===== config.mk =====
export PLATFORM = sky130hd
export DESIGN_NAME = ahbl_splitter_flat
export DESIGN_NICKNAME = d
export VERILOG_FILES = /design/src/rtl/ahbl_splitter_if.sv /design/src/rtl/ahbl_splitter.sv /design/src/flat_wrapper.sv
export SDC_FILE = /design/constraint.sdc
export NUM_CORES = 1
export LEC_CHECK = 0
export BUFFER_PORTS_ARGS = -buffer_cell sky130_fd_sc_hd__buf_2
export CAP_MARGIN = 25
export CELL_PAD_IN_SITES_DETAIL_PLACEMENT = 0
export CELL_PAD_IN_SITES_GLOBAL_PLACEMENT = 1
export CORE_AREA = 5 5 131 133
export CTS_CLUSTER_DIAMETER = 50
export DETAILED_ROUTE_END_ITERATION = 8
export DIE_AREA = 0 0 136 138
export GPL_TIMING_DRIVEN = 0
export HOLD_SLACK_MARGIN = 0.03
export PLACE_DENSITY_LB_ADDON = 0.1
export SYNTH_ARGS = -nofsm -noshare
export SYNTH_HDL_FRONTEND = slang
export SYNTH_SLANG_ARGS = --single-unit

===== constraint.sdc =====
create_clock -name clk -period 0.95 [get_ports clk]
set_clock_uncertainty 0.05 [all_clocks]
set_input_delay 0.1425 -clock clk [delete_from_list [all_inputs] [get_ports clk]]
set_output_delay 0.1425 -clock clk [all_outputs]
set_load 0.005 [all_outputs]

===== src/rtl/ahbl_splitter_if.sv =====
// AHB-Lite 1:N splitter bus bundle: upstream master-side signals plus packed per-slave vectors.
// The splitter uses the slave modport; the environment (master and slave models) uses master.
interface ahbl_splitter_if #(
    parameter int N_PORTS = 2,
    parameter int W_ADDR  = 32,
    parameter int W_DATA  = 32
) ();
    logic                        src_hready;
    logic                        src_hready_resp;
    logic                        src_hresp;
    logic                        src_hexokay;
    logic [W_ADDR-1:0]           src_haddr;
    logic                        src_hwrite;
    logic [1:0]                  src_htrans;
    logic [2:0]                  src_hsize;
    logic [2:0]                  src_hburst;
    logic [3:0]                  src_hprot;
    logic                        src_hmastlock;
    logic                        src_hexcl;
    logic [W_DATA-1:0]           src_hwdata;
    logic [W_DATA-1:0]           src_hrdata;

    logic [N_PORTS-1:0]          dst_hready;
    logic [N_PORTS-1:0]          dst_hready_resp;
    logic [N_PORTS-1:0]          dst_hresp;
    logic [N_PORTS-1:0]          dst_hexokay;
    logic [N_PORTS*W_ADDR-1:0]   dst_haddr;
    logic [N_PORTS-1:0]          dst_hwrite;
    logic [N_PORTS*2-1:0]        dst_htrans;
    logic [N_PORTS*3-1:0]        dst_hsize;
    logic [N_PORTS*3-1:0]        dst_hburst;
    logic [N_PORTS*4-1:0]        dst_hprot;
    logic [N_PORTS-1:0]          dst_hmastlock;
    logic [N_PORTS-1:0]          dst_hexcl;
    logic [N_PORTS*W_DATA-1:0]   dst_hwdata;
    logic [N_PORTS*W_DATA-1:0]   dst_hrdata;

    modport slave (
        input  src_hready, src_haddr, src_hwrite, src_htrans, src_hsize, src_hburst,
               src_hprot, src_hmastlock, src_hexcl, src_hwdata,
               dst_hready_resp, dst_hresp, dst_hexokay, dst_hrdata,
        output src_hready_resp, src_hresp, src_hexokay, src_hrdata,
               dst_hready, dst_haddr, dst_hwrite, dst_htrans, dst_hsize, dst_hburst,
               dst_hprot, dst_hmastlock, dst_hexcl, dst_hwdata
    );

    modport master (
        output src_hready, src_haddr, src_hwrite, src_htrans, src_hsize, src_hburst,
               src_hprot, src_hmastlock, src_hexcl, src_hwdata,
               dst_hready_resp, dst_hresp, dst_hexokay, dst_hrdata,
        input  src_hready_resp, src_hresp, src_hexokay, src_hrdata,
               dst_hready, dst_haddr, dst_hwrite, dst_htrans, dst_hsize, dst_hburst,
               dst_hprot, dst_hmastlock, dst_hexcl, dst_hwdata
    );
endinterface


===== src/rtl/ahbl_splitter.sv =====
// AHB-Lite 1:N splitter: address decode to one slave, data-phase owner tracking, and a
// two-cycle ERROR response for unmapped active transfers.
//
// state   | meaning
// ST_OK   | normal; response from data-phase owner, or idle OKAY
// ST_ERR1 | first ERROR cycle (hready_resp=0, hresp=1)
// ST_ERR2 | second ERROR cycle (hready_resp=1, hresp=1), new address phase decoded
module ahbl_splitter #(
    parameter int                          N_PORTS   = 2,
    parameter int                          W_ADDR    = 32,
    parameter int                          W_DATA    = 32,
    parameter logic [N_PORTS*W_ADDR-1:0]   ADDR_MAP  = '0,
    parameter logic [N_PORTS*W_ADDR-1:0]   ADDR_MASK = '0,
    parameter logic [N_PORTS-1:0]          CONN_MASK = {N_PORTS{1'b1}}
) (
    input logic            clk,
    input logic            rst_n,
    ahbl_splitter_if.slave bus
);
    typedef enum logic [1:0] {ST_OK, ST_ERR1, ST_ERR2} state_t;

    state_t             state_q, state_d;
    logic [N_PORTS-1:0] match, sel_a, sel_act;
    logic [N_PORTS-1:0] sel_d_q, sel_d_d;
    logic               active;

    assign active  = bus.src_htrans[1];
    assign sel_act = sel_a & {N_PORTS{active}};

    // Walk from the top down so the lowest matching index is the last one written.
    always_comb begin
        match = '0;
        sel_a = '0;
        for (int i = N_PORTS - 1; i >= 0; i--) begin
            match[i] = ((bus.src_haddr & ADDR_MASK[i*W_ADDR +: W_ADDR]) == ADDR_MAP[i*W_ADDR +: W_ADDR])
                       && CONN_MASK[i];
            if (match[i]) begin
                sel_a    = '0;
                sel_a[i] = 1'b1;
            end
        end
    end

    assign bus.dst_hready    = {N_PORTS{bus.src_hready}};
    assign bus.dst_haddr     = {N_PORTS{bus.src_haddr}};
    assign bus.dst_hwrite    = {N_PORTS{bus.src_hwrite}};
    assign bus.dst_hsize     = {N_PORTS{bus.src_hsize}};
    assign bus.dst_hburst    = {N_PORTS{bus.src_hburst}};
    assign bus.dst_hprot     = {N_PORTS{bus.src_hprot}};
    assign bus.dst_hmastlock = {N_PORTS{bus.src_hmastlock}};
    assign bus.dst_hexcl     = {N_PORTS{bus.src_hexcl}};
    assign bus.dst_hwdata    = {N_PORTS{bus.src_hwdata}};

    always_comb begin
        bus.dst_htrans = '0;
        for (int i = 0; i < N_PORTS; i++) begin
            if (sel_act[i]) bus.dst_htrans[2*i +: 2] = bus.src_htrans;
        end
    end

    always_ff @(posedge clk or negedge rst_n) begin
        if (!rst_n) begin
            state_q <= ST_OK;
            sel_d_q <= '0;
        end else begin
            state_q <= state_d;
            sel_d_q <= sel_d_d;
        end
    end

    // ERR1 advances unconditionally; an error never owns a slave data phase.
    always_comb begin
        state_d = state_q;
        sel_d_d = sel_d_q;
        if (state_q == ST_ERR1) begin
            state_d = ST_ERR2;
            sel_d_d = '0;
        end else if (bus.src_hready) begin
            sel_d_d = sel_act;
            state_d = (active && !(|match)) ? ST_ERR1 : ST_OK;
        end
    end

    always_comb begin
        bus.src_hready_resp = 1'b1;
        bus.src_hresp       = 1'b0;
        bus.src_hexokay     = 1'b0;
        bus.src_hrdata      = '0;
        case (state_q)
            ST_ERR1: begin
                bus.src_hready_resp = 1'b0;
                bus.src_hresp       = 1'b1;
            end
            ST_ERR2: begin
                bus.src_hresp       = 1'b1;
            end
            default: begin
                for (int i = 0; i < N_PORTS; i++) begin
                    if (sel_d_q[i]) begin
                        bus.src_hready_resp = bus.dst_hready_resp[i];
                        bus.src_hresp       = bus.dst_hresp[i];
                        bus.src_hexokay     = bus.dst_hexokay[i];
                        bus.src_hrdata      = bus.dst_hrdata[i*W_DATA +: W_DATA];
                    end
                end
            end
        endcase
    end
endmodule

===== src/flat_wrapper.sv =====
// flat-port wrapper written by rule: the top's interface ports become plain ports
module ahbl_splitter_flat 
#(
    parameter int                          N_PORTS   = 2,
    parameter int                          W_ADDR    = 32,
    parameter int                          W_DATA    = 32,
    parameter logic [N_PORTS*W_ADDR-1:0]   ADDR_MAP  = '0,
    parameter logic [N_PORTS*W_ADDR-1:0]   ADDR_MASK = '0,
    parameter logic [N_PORTS-1:0]          CONN_MASK = {N_PORTS{1'b1}}
)
  (clk, rst_n, bus_src_hready, bus_src_haddr, bus_src_hwrite, bus_src_htrans, bus_src_hsize, bus_src_hburst, bus_src_hprot, bus_src_hmastlock, bus_src_hexcl, bus_src_hwdata, bus_dst_hready_resp, bus_dst_hresp, bus_dst_hexokay, bus_dst_hrdata, bus_src_hready_resp, bus_src_hresp, bus_src_hexokay, bus_src_hrdata, bus_dst_hready, bus_dst_haddr, bus_dst_hwrite, bus_dst_htrans, bus_dst_hsize, bus_dst_hburst, bus_dst_hprot, bus_dst_hmastlock, bus_dst_hexcl, bus_dst_hwdata);
  ahbl_splitter_if #(.N_PORTS(N_PORTS), .W_ADDR(W_ADDR), .W_DATA(W_DATA)) bus_i ();
  input logic clk;
  input logic rst_n;
  input wire logic [$bits(bus_i.src_hready)-1:0] bus_src_hready;
  input wire logic [$bits(bus_i.src_haddr)-1:0] bus_src_haddr;
  input wire logic [$bits(bus_i.src_hwrite)-1:0] bus_src_hwrite;
  input wire logic [$bits(bus_i.src_htrans)-1:0] bus_src_htrans;
  input wire logic [$bits(bus_i.src_hsize)-1:0] bus_src_hsize;
  input wire logic [$bits(bus_i.src_hburst)-1:0] bus_src_hburst;
  input wire logic [$bits(bus_i.src_hprot)-1:0] bus_src_hprot;
  input wire logic [$bits(bus_i.src_hmastlock)-1:0] bus_src_hmastlock;
  input wire logic [$bits(bus_i.src_hexcl)-1:0] bus_src_hexcl;
  input wire logic [$bits(bus_i.src_hwdata)-1:0] bus_src_hwdata;
  input wire logic [$bits(bus_i.dst_hready_resp)-1:0] bus_dst_hready_resp;
  input wire logic [$bits(bus_i.dst_hresp)-1:0] bus_dst_hresp;
  input wire logic [$bits(bus_i.dst_hexokay)-1:0] bus_dst_hexokay;
  input wire logic [$bits(bus_i.dst_hrdata)-1:0] bus_dst_hrdata;
  output wire logic [$bits(bus_i.src_hready_resp)-1:0] bus_src_hready_resp;
  output wire logic [$bits(bus_i.src_hresp)-1:0] bus_src_hresp;
  output wire logic [$bits(bus_i.src_hexokay)-1:0] bus_src_hexokay;
  output wire logic [$bits(bus_i.src_hrdata)-1:0] bus_src_hrdata;
  output wire logic [$bits(bus_i.dst_hready)-1:0] bus_dst_hready;
  output wire logic [$bits(bus_i.dst_haddr)-1:0] bus_dst_haddr;
  output wire logic [$bits(bus_i.dst_hwrite)-1:0] bus_dst_hwrite;
  output wire logic [$bits(bus_i.dst_htrans)-1:0] bus_dst_htrans;
  output wire logic [$bits(bus_i.dst_hsize)-1:0] bus_dst_hsize;
  output wire logic [$bits(bus_i.dst_hburst)-1:0] bus_dst_hburst;
  output wire logic [$bits(bus_i.dst_hprot)-1:0] bus_dst_hprot;
  output wire logic [$bits(bus_i.dst_hmastlock)-1:0] bus_dst_hmastlock;
  output wire logic [$bits(bus_i.dst_hexcl)-1:0] bus_dst_hexcl;
  output wire logic [$bits(bus_i.dst_hwdata)-1:0] bus_dst_hwdata;
  assign bus_i.src_hready = bus_src_hready;
  assign bus_i.src_haddr = bus_src_haddr;
  assign bus_i.src_hwrite = bus_src_hwrite;
  assign bus_i.src_htrans = bus_src_htrans;
  assign bus_i.src_hsize = bus_src_hsize;
  assign bus_i.src_hburst = bus_src_hburst;
  assign bus_i.src_hprot = bus_src_hprot;
  assign bus_i.src_hmastlock = bus_src_hmastlock;
  assign bus_i.src_hexcl = bus_src_hexcl;
  assign bus_i.src_hwdata = bus_src_hwdata;
  assign bus_i.dst_hready_resp = bus_dst_hready_resp;
  assign bus_i.dst_hresp = bus_dst_hresp;
  assign bus_i.dst_hexokay = bus_dst_hexokay;
  assign bus_i.dst_hrdata = bus_dst_hrdata;
  assign bus_src_hready_resp = bus_i.src_hready_resp;
  assign bus_src_hresp = bus_i.src_hresp;
  assign bus_src_hexokay = bus_i.src_hexokay;
  assign bus_src_hrdata = bus_i.src_hrdata;
  assign bus_dst_hready = bus_i.dst_hready;
  assign bus_dst_haddr = bus_i.dst_haddr;
  assign bus_dst_hwrite = bus_i.dst_hwrite;
  assign bus_dst_htrans = bus_i.dst_htrans;
  assign bus_dst_hsize = bus_i.dst_hsize;
  assign bus_dst_hburst = bus_i.dst_hburst;
  assign bus_dst_hprot = bus_i.dst_hprot;
  assign bus_dst_hmastlock = bus_i.dst_hmastlock;
  assign bus_dst_hexcl = bus_i.dst_hexcl;
  assign bus_dst_hwdata = bus_i.dst_hwdata;
  ahbl_splitter #(.N_PORTS(N_PORTS), .W_ADDR(W_ADDR), .W_DATA(W_DATA), .ADDR_MAP(ADDR_MAP), .ADDR_MASK(ADDR_MASK), .CONN_MASK(CONN_MASK)) u_core (.clk(clk), .rst_n(rst_n), .bus(bus_i));
endmodule

==> results by group, run 1 <==
Critical path
  – Critical path's largest stage delay: 0.46 ns
  – Slowest-stage cell, CP: dfrtp_2
  – R2R setup slack: -0.10 ns
  – WP data required: approximately 0.76 ns
  – Delay-heaviest family, CP: flip-flops
  – Buf/Inv on CP: 2
  – WS Path Type: flip-flop to primary output
  – CP cell instances: buf_8 -> and2_2 -> buf_6
  – Startpoint Class: flip-flop
  – Crit. End Element: primary output
  – CP Data Arrival Time: a little over 0.9 ns
  – Worst-path maximum fanout: 10

Power
  – Reg power frac: 4.1%
  – Comb power frac: 95.9%
  – Worst IR drop on VDD: between 0.1 and 0.15 mV
  – Pwr/cell area: 470 nW/µm²
  – NetSw: roughly 440 µW
  – Leak: 0.00195 µW
  – Clock power frac: 0%
  – Internal power: 1080 µW
  – Switch share: roughly 29%

STA
  – Tcrit/Tclk final: 116%
  – Setup WS post-layout: -0.151 ns
  – Unrepaired setup endpoints after global routing: true
  – Tmin final: 1.10 ns
  – Final Max Slew Viols: 0
  – # setup viols final: 36
  – Peak Freq: just over 0.9 GHz
  – Hold Vio Cnt, Final: 0

Cells and area
  – ANT cells: 0
  – # nets final: 591
  – Area growth syn-to-layout: 112%
  – Final Cell Area: 3220 µm²
  – Finished Core Util: 20.5%
  – Layout cell share with drive strength beyond 1: between 90% and 100%
  – Biggest regs: u_core.sel_d_q x1
  – Max reg flops: 1
  – Largest Register: u_core.sel_d_q

Placed design
  – DPL Wire Length: 6500 µm
  – Global placement routability congestion: 0.669
  – Placed inst area: 2950 µm²
  – PortBufs: 232

Outcome
  – Failing checks: setup timing
  – Status: finished, violations left

GRT
  – Met3 usage: 2.69%
  – Largest net degree at the start of global routing: 11
  – M2 GR Usage: 13.8%
  – Grt ovf: 0
  – Most Crowded Layer GR: met2
  – GRT Resource Usage Total: 6.12%
  – Met1 usage: 4.57%
  – Vias in the first global route: 1873
  – Initial antenna violation count: 0
  – Wire length of the first global-routing pass: ~9600 µm

Drt
  – WL final: 6880 µm
  – DRT iter0 DRCs: 4
  – WL/cell: 10.5 µm
  – Drt drc: 0
  – First-pass DRT Iterations: 4
  – Via/cell ratio: 2.81
  – Vias: 1838
  – Antenna Nets Post-Route: 0

Die
  – Die extent in x: 136 µm
  – FP Rows: between 40 and 50
  – Initial Util: 9.66%
  – Die Ht: approximately 140 µm
  – I/O pins: 347
  – Core box area: 15700 µm²
  – Full die area: roughly 19000 µm²

Run
  – Max-cap violations: 0

Logic synthesis
  – Synth area leader: buf_4
  – Cells after synthesis: 201
  – Top post-synthesis cells by area: buf_4 (79%), and2_2 (17%), dfrtp_1 (1.6%), clkbuf_2 (0.99%), mux2_2 (0.74%)
  – Sequential share of the synthesized area: 1.65%
  – Post-synth top area share: ~80%
  – Yosys reg bits: 1
  – Synth warnings: 0
  – Synthesized area per cell: 7.55 µm²
  – Synth Cell Area: roughly 1500 µm²
  – Synth cell types: 8

CTS
  – Clock-pin transition on the worst setup and hold timing paths: 0 ns
  – Clk_lat worst skew: 0 ns

Min path
  – Min-delay worst type: primary input to flip-flop
-- cell usage in the layout (no fill, tap or decap), drive strengths merged --
cell type,instances
dlygate4sd3,1
buf,394
conb,2
dfrtp,1
or2b,1
clkbuf,2
mux2,1
and2,35
-- synth_stat cells --
library cell    n
buf_4         159
and2_2         34
or2b_1          1
and2_1          1
conb_1          1
clkbuf_2        3
dfrtp_1         1
mux2_2          1
-- per-layer routing --
metal | vias to the layer above | routed length, µm
met1 | 748 | 1540
li1 | 912 | -
met2 | 174 | 3960
met5 | - | 0
met3 | 4 | 1310
met4 | 0 | 61
-- what timing repair did --
item                                    CTS  global route
gates cloned                              0             0
endpoints found under the hold margin     1             0
hold buffers                              1             0
gates resized for setup                  55             4
buffers inserted                          2             0
endpoints found under the setup margin   36            36
-- logic make-up (layout without fill, tap and decap cells) --
kind of cell / count (synthesis) / count (layout) / share of synthesized area, %
DFF: 1 / 1 / 1.65
and+or+nand+nor: 36 / 36 / 17.7
other: 1 / 2 / 0.247
buffers and inverters: 162 / 397 / 79.6
muxes: 1 / 1 / 0.742
-- worst register-to-register path: cells and delay by family, from the launching register on --
family   cells  cell delay [ns]
mux          1             0.25
buf+inv      1             0.17
flops        1             0.46
-- area by class of cell --
class	count	area, µm²
sequential	1	26.3
buffer	162	1240
multi-input combinational	39	314
fill	1812	12500
timing repair buffer	235	1370
tap	216	270
-- per-stage QoR --
| stage | power, µW | hold WS, ns | setup slack [ns] | cells | setup TNS [ns] |
|---|---|---|---|---|---|
| floorplan | 749 | -0.203 | 0.0280 | 202 | 0 |
| global placement | 1350 | -0.132 | -0.351 | 650 | -9.59 |
| detailed placement | 1330 | -0.130 | -0.394 | 650 | -10.50 |
| CTS | 1540 | 0.376 | -0.194 | 653 | -5.34 |
| global route | 1640 | 0.389 | -0.199 | 653 | -6.32 |
| finish | 1510 | 0.365 | -0.151 | 653 | -4.83 |
-- power groups by stage --
stage	sequential [µW]	combinational [µW]	clock, µW
2_1_floorplan	53.2	695	0
3_3_place_gp	59.7	1290	0
3_5_place_dp	61.4	1270	0
4_1_cts	61.6	1480	0
5_1_grt	64.5	1580	0
6_report	61.8	1450	0
-- path summary, 6_finish.rpt --
kind,from,depth (start not counted),endpoint
max in group asynchronous,rst_n,2,u_core.sel_d_q[0]
hold reg to reg,u_core.sel_d_q[0],2,u_core.sel_d_q[0]
setup / recovery,u_core.sel_d_q[0],3,bus_src_hrdata[8]
setup reg to reg,u_core.sel_d_q[0],2,u_core.sel_d_q[0]
min in group asynchronous,rst_n,2,u_core.sel_d_q[0]
hold / removal,bus_src_htrans[1],2,u_core.sel_d_q[0]
Power figures use the tool's default switching activity.
==> run 2: changes to the inputs <==
--- a/config.mk
+++ b/config.mk
@@ -16,6 +16,7 @@
 export GPL_TIMING_DRIVEN = 0
 export HOLD_SLACK_MARGIN = 0.03
 export PLACE_DENSITY_LB_ADDON = 0.1
+export REMOVE_ABC_BUFFERS = 1
 export SYNTH_ARGS = -nofsm -noshare
 export SYNTH_HDL_FRONTEND = slang
 export SYNTH_SLANG_ARGS = --single-unit
==> results by group, run 2 (synthesis gave the netlist of run 1 again) <==
Cells and area
  – Area occupied by registers: 28.8 µm² (+9.5%)
  – Most frequent cells in the layout: buf_2 (47), buf_6 (36), and2_4 (31)
  – FILL cells: 1857 (+2.5%)
  – Layout cell share with drive strength beyond 1: 96.1% (-2.7 points)
  – Finished Core Util: 8.84% (-12 points)
  – Commonest non-fill, non-tap cell in the layout: buf_2
  – Area of the multi-input gates: 327 µm² (+4.0%)
  – Final Cell Area: 1390 µm² (-57%)
  – Max reg flops: 1 (unchanged)
  – ANT cells: 0 (unchanged)
  – Largest Register: u_core.sel_d_q
  – Area growth syn-to-layout: -8.49%
  – # nets final: 283 (-52%)
  – Fin cells: 345 (-47%)
  – Biggest regs: u_core.sel_d_q x1

GRT
  – GRT Resource Usage Total: 17.7% (+12 points)
  – Initial antenna violation count: 0 (unchanged)
  – Wire length of the first global-routing pass: 20000 µm (+110%)
  – Largest net degree at the start of global routing: 21 (+10)
  – Vias in the first global route: 1005 (-46%)
  – Grt ovf: 0 (unchanged)

Power
  – Leak: 0.000644 µW (-67%)
  – Pwr/cell area: 607 nW/µm² (+29%)
  – Worst IR drop on VDD: 0.115 mV (-12%)

Min path
  – Min-delay worst type: primary input to primary output
  – Hold Path Origin: bus_src_haddr[10]
  – Hold path depth: 0 (-2)
  – Worst Hold End: bus_dst_haddr[10]

Drt
  – WL/cell: 53.1 µm (+400%)
  – First-pass DRT Iterations: 4 (unchanged)
  – Drt drc: 0 (unchanged)
  – Antenna Nets Post-Route: 0 (unchanged)
  – Via/cell ratio: 2.70 (-4.1%)
  – Vias: 931 (-49%)
  – DRT iter0 DRCs: 25 (+21)
  – WL final: 18300 µm (+170%)

Placed design
  – Global placement routability congestion: 0.685 (+2.4%)
  – DPL Wire Length: 17100 µm (+160%)
  – PortBufs: 78 (-66%)
  – Placed insts: 335 (-48%)
  – Placed inst area: 1000 µm² (-66%)
  – Pre-CTS setup slack: -0.472 ns (-0.0779 ns)

Critical path
  – Startpoint Class: flip-flop
  – RR Startpoint: u_core.sel_d_q[0]
  – R2R depth: 3 (+1)
  – Worst reg2reg path endpoint: u_core.sel_d_q[0]
  – Crit. End Element: primary output
  – CP Data Arrival Time: 1.02 ns (+0.11 ns)
  – Worst setup startpoint: u_core.sel_d_q[0]
  – Worst-path maximum fanout: 5 (-5)
  – R2R setup slack: -0.23 ns (-0.13 ns)
  – WP data required: 0.76 ns (about the same)
  – WS Path Type: flip-flop to primary output

Die
  – Die Ht: 138 µm (unchanged)
  – I/O pins: 347 (unchanged)
  – FP Rows: 46 (unchanged)
  – Core box area: 15700 µm² (unchanged)
  – Die extent in x: 136 µm (unchanged)
  – Initial Util: 9.66% (unchanged)
  – Full die area: 18800 µm² (unchanged)

Run
  – Max-cap violations: 0 (unchanged)

STA
  – Tcrit/Tclk final: 128% (+12 points)
  – Peak Freq: 0.825 GHz (-9.2%)
  – Hold Vio Cnt, Final: 0 (unchanged)
  – Tmin final: 1.21 ns (+0.111 ns)
  – # setup viols final: 36 (unchanged)
  – Setup WS post-layout: -0.263 ns (-0.111 ns)
  – Final Max Slew Viols: 0 (unchanged)
  – Unrepaired setup endpoints after global routing: true
  – TNS Setup: -8.59 ns (-3.76 ns)

CTS
  – Clock-pin transition on the worst setup and hold timing paths: 0 ns (unchanged)
  – Clk_lat worst skew: 0 ns (unchanged)

Outcome
  – Status: finished, violations left
  – Failing checks: setup timing
run 2: layout make-up:
class	count	area share, %
sequential	1	2.07
tap	216	19.5
multi-input combinational	39	23.5
timing repair buffer	89	55.0
run 2: worst max path at each step:
stage / to / depth (start not counted)
6_report: bus_src_hrdata[14] / 4
5_1_grt: bus_src_hrdata[14] / 4
4_1_cts: bus_src_hrdata[3] / 3
3_5_place_dp: bus_src_hrdata[10] / 3
3_3_place_gp: bus_src_hrdata[15] / 2
2_1_floorplan: bus_src_hready_resp / 1
run 2: per-layer routing:
| layer | GRT usage, % | up-vias | part of all wire (%) |
|---|---|---|---|
| li1 | - | 298 | - |
| met4 | 7.32 | 0 | 5.0 |
| met5 | 1.06 | - | 0 |
| met2 | 36.4 | 251 | 56 |
| met3 | 22.8 | 27 | 28 |
| met1 | 4.70 | 355 | 10 |
run 2: what timing repair did:
item | CTS | global route
hold endpoints to repair | 1 | 0
setup endpoints to repair | 36 | 36
pin swaps | 0 | 1
gates cloned | 0 | 3
gates resized for setup | 37 | 42
hold buffers | 1 | 0
setup buffers | 2 | 4
run 2: critical path, stage by stage, from the launching register on:
cell       delay, ns
dfrtp_4         0.48
buf_6           0.15
clkbuf_16       0.15
and2_4          0.13
buf_6           0.11
run 2: stage by stage:
stage                     power, µW  hold WS [ns]
after detailed placement        499        -0.132
after global placement          482        -0.131
after floorplan                 196        -0.203
after CTS                       643         0.236
after global routing            905         0.235
final                           843         0.236
run 2: where the power goes:
| group | switching [µW] | internal [µW] |
|---|---|---|
| registers | 7.17 | 50.7 |
| clock network | 0 | 0 |
| logic | 272 | 514 |
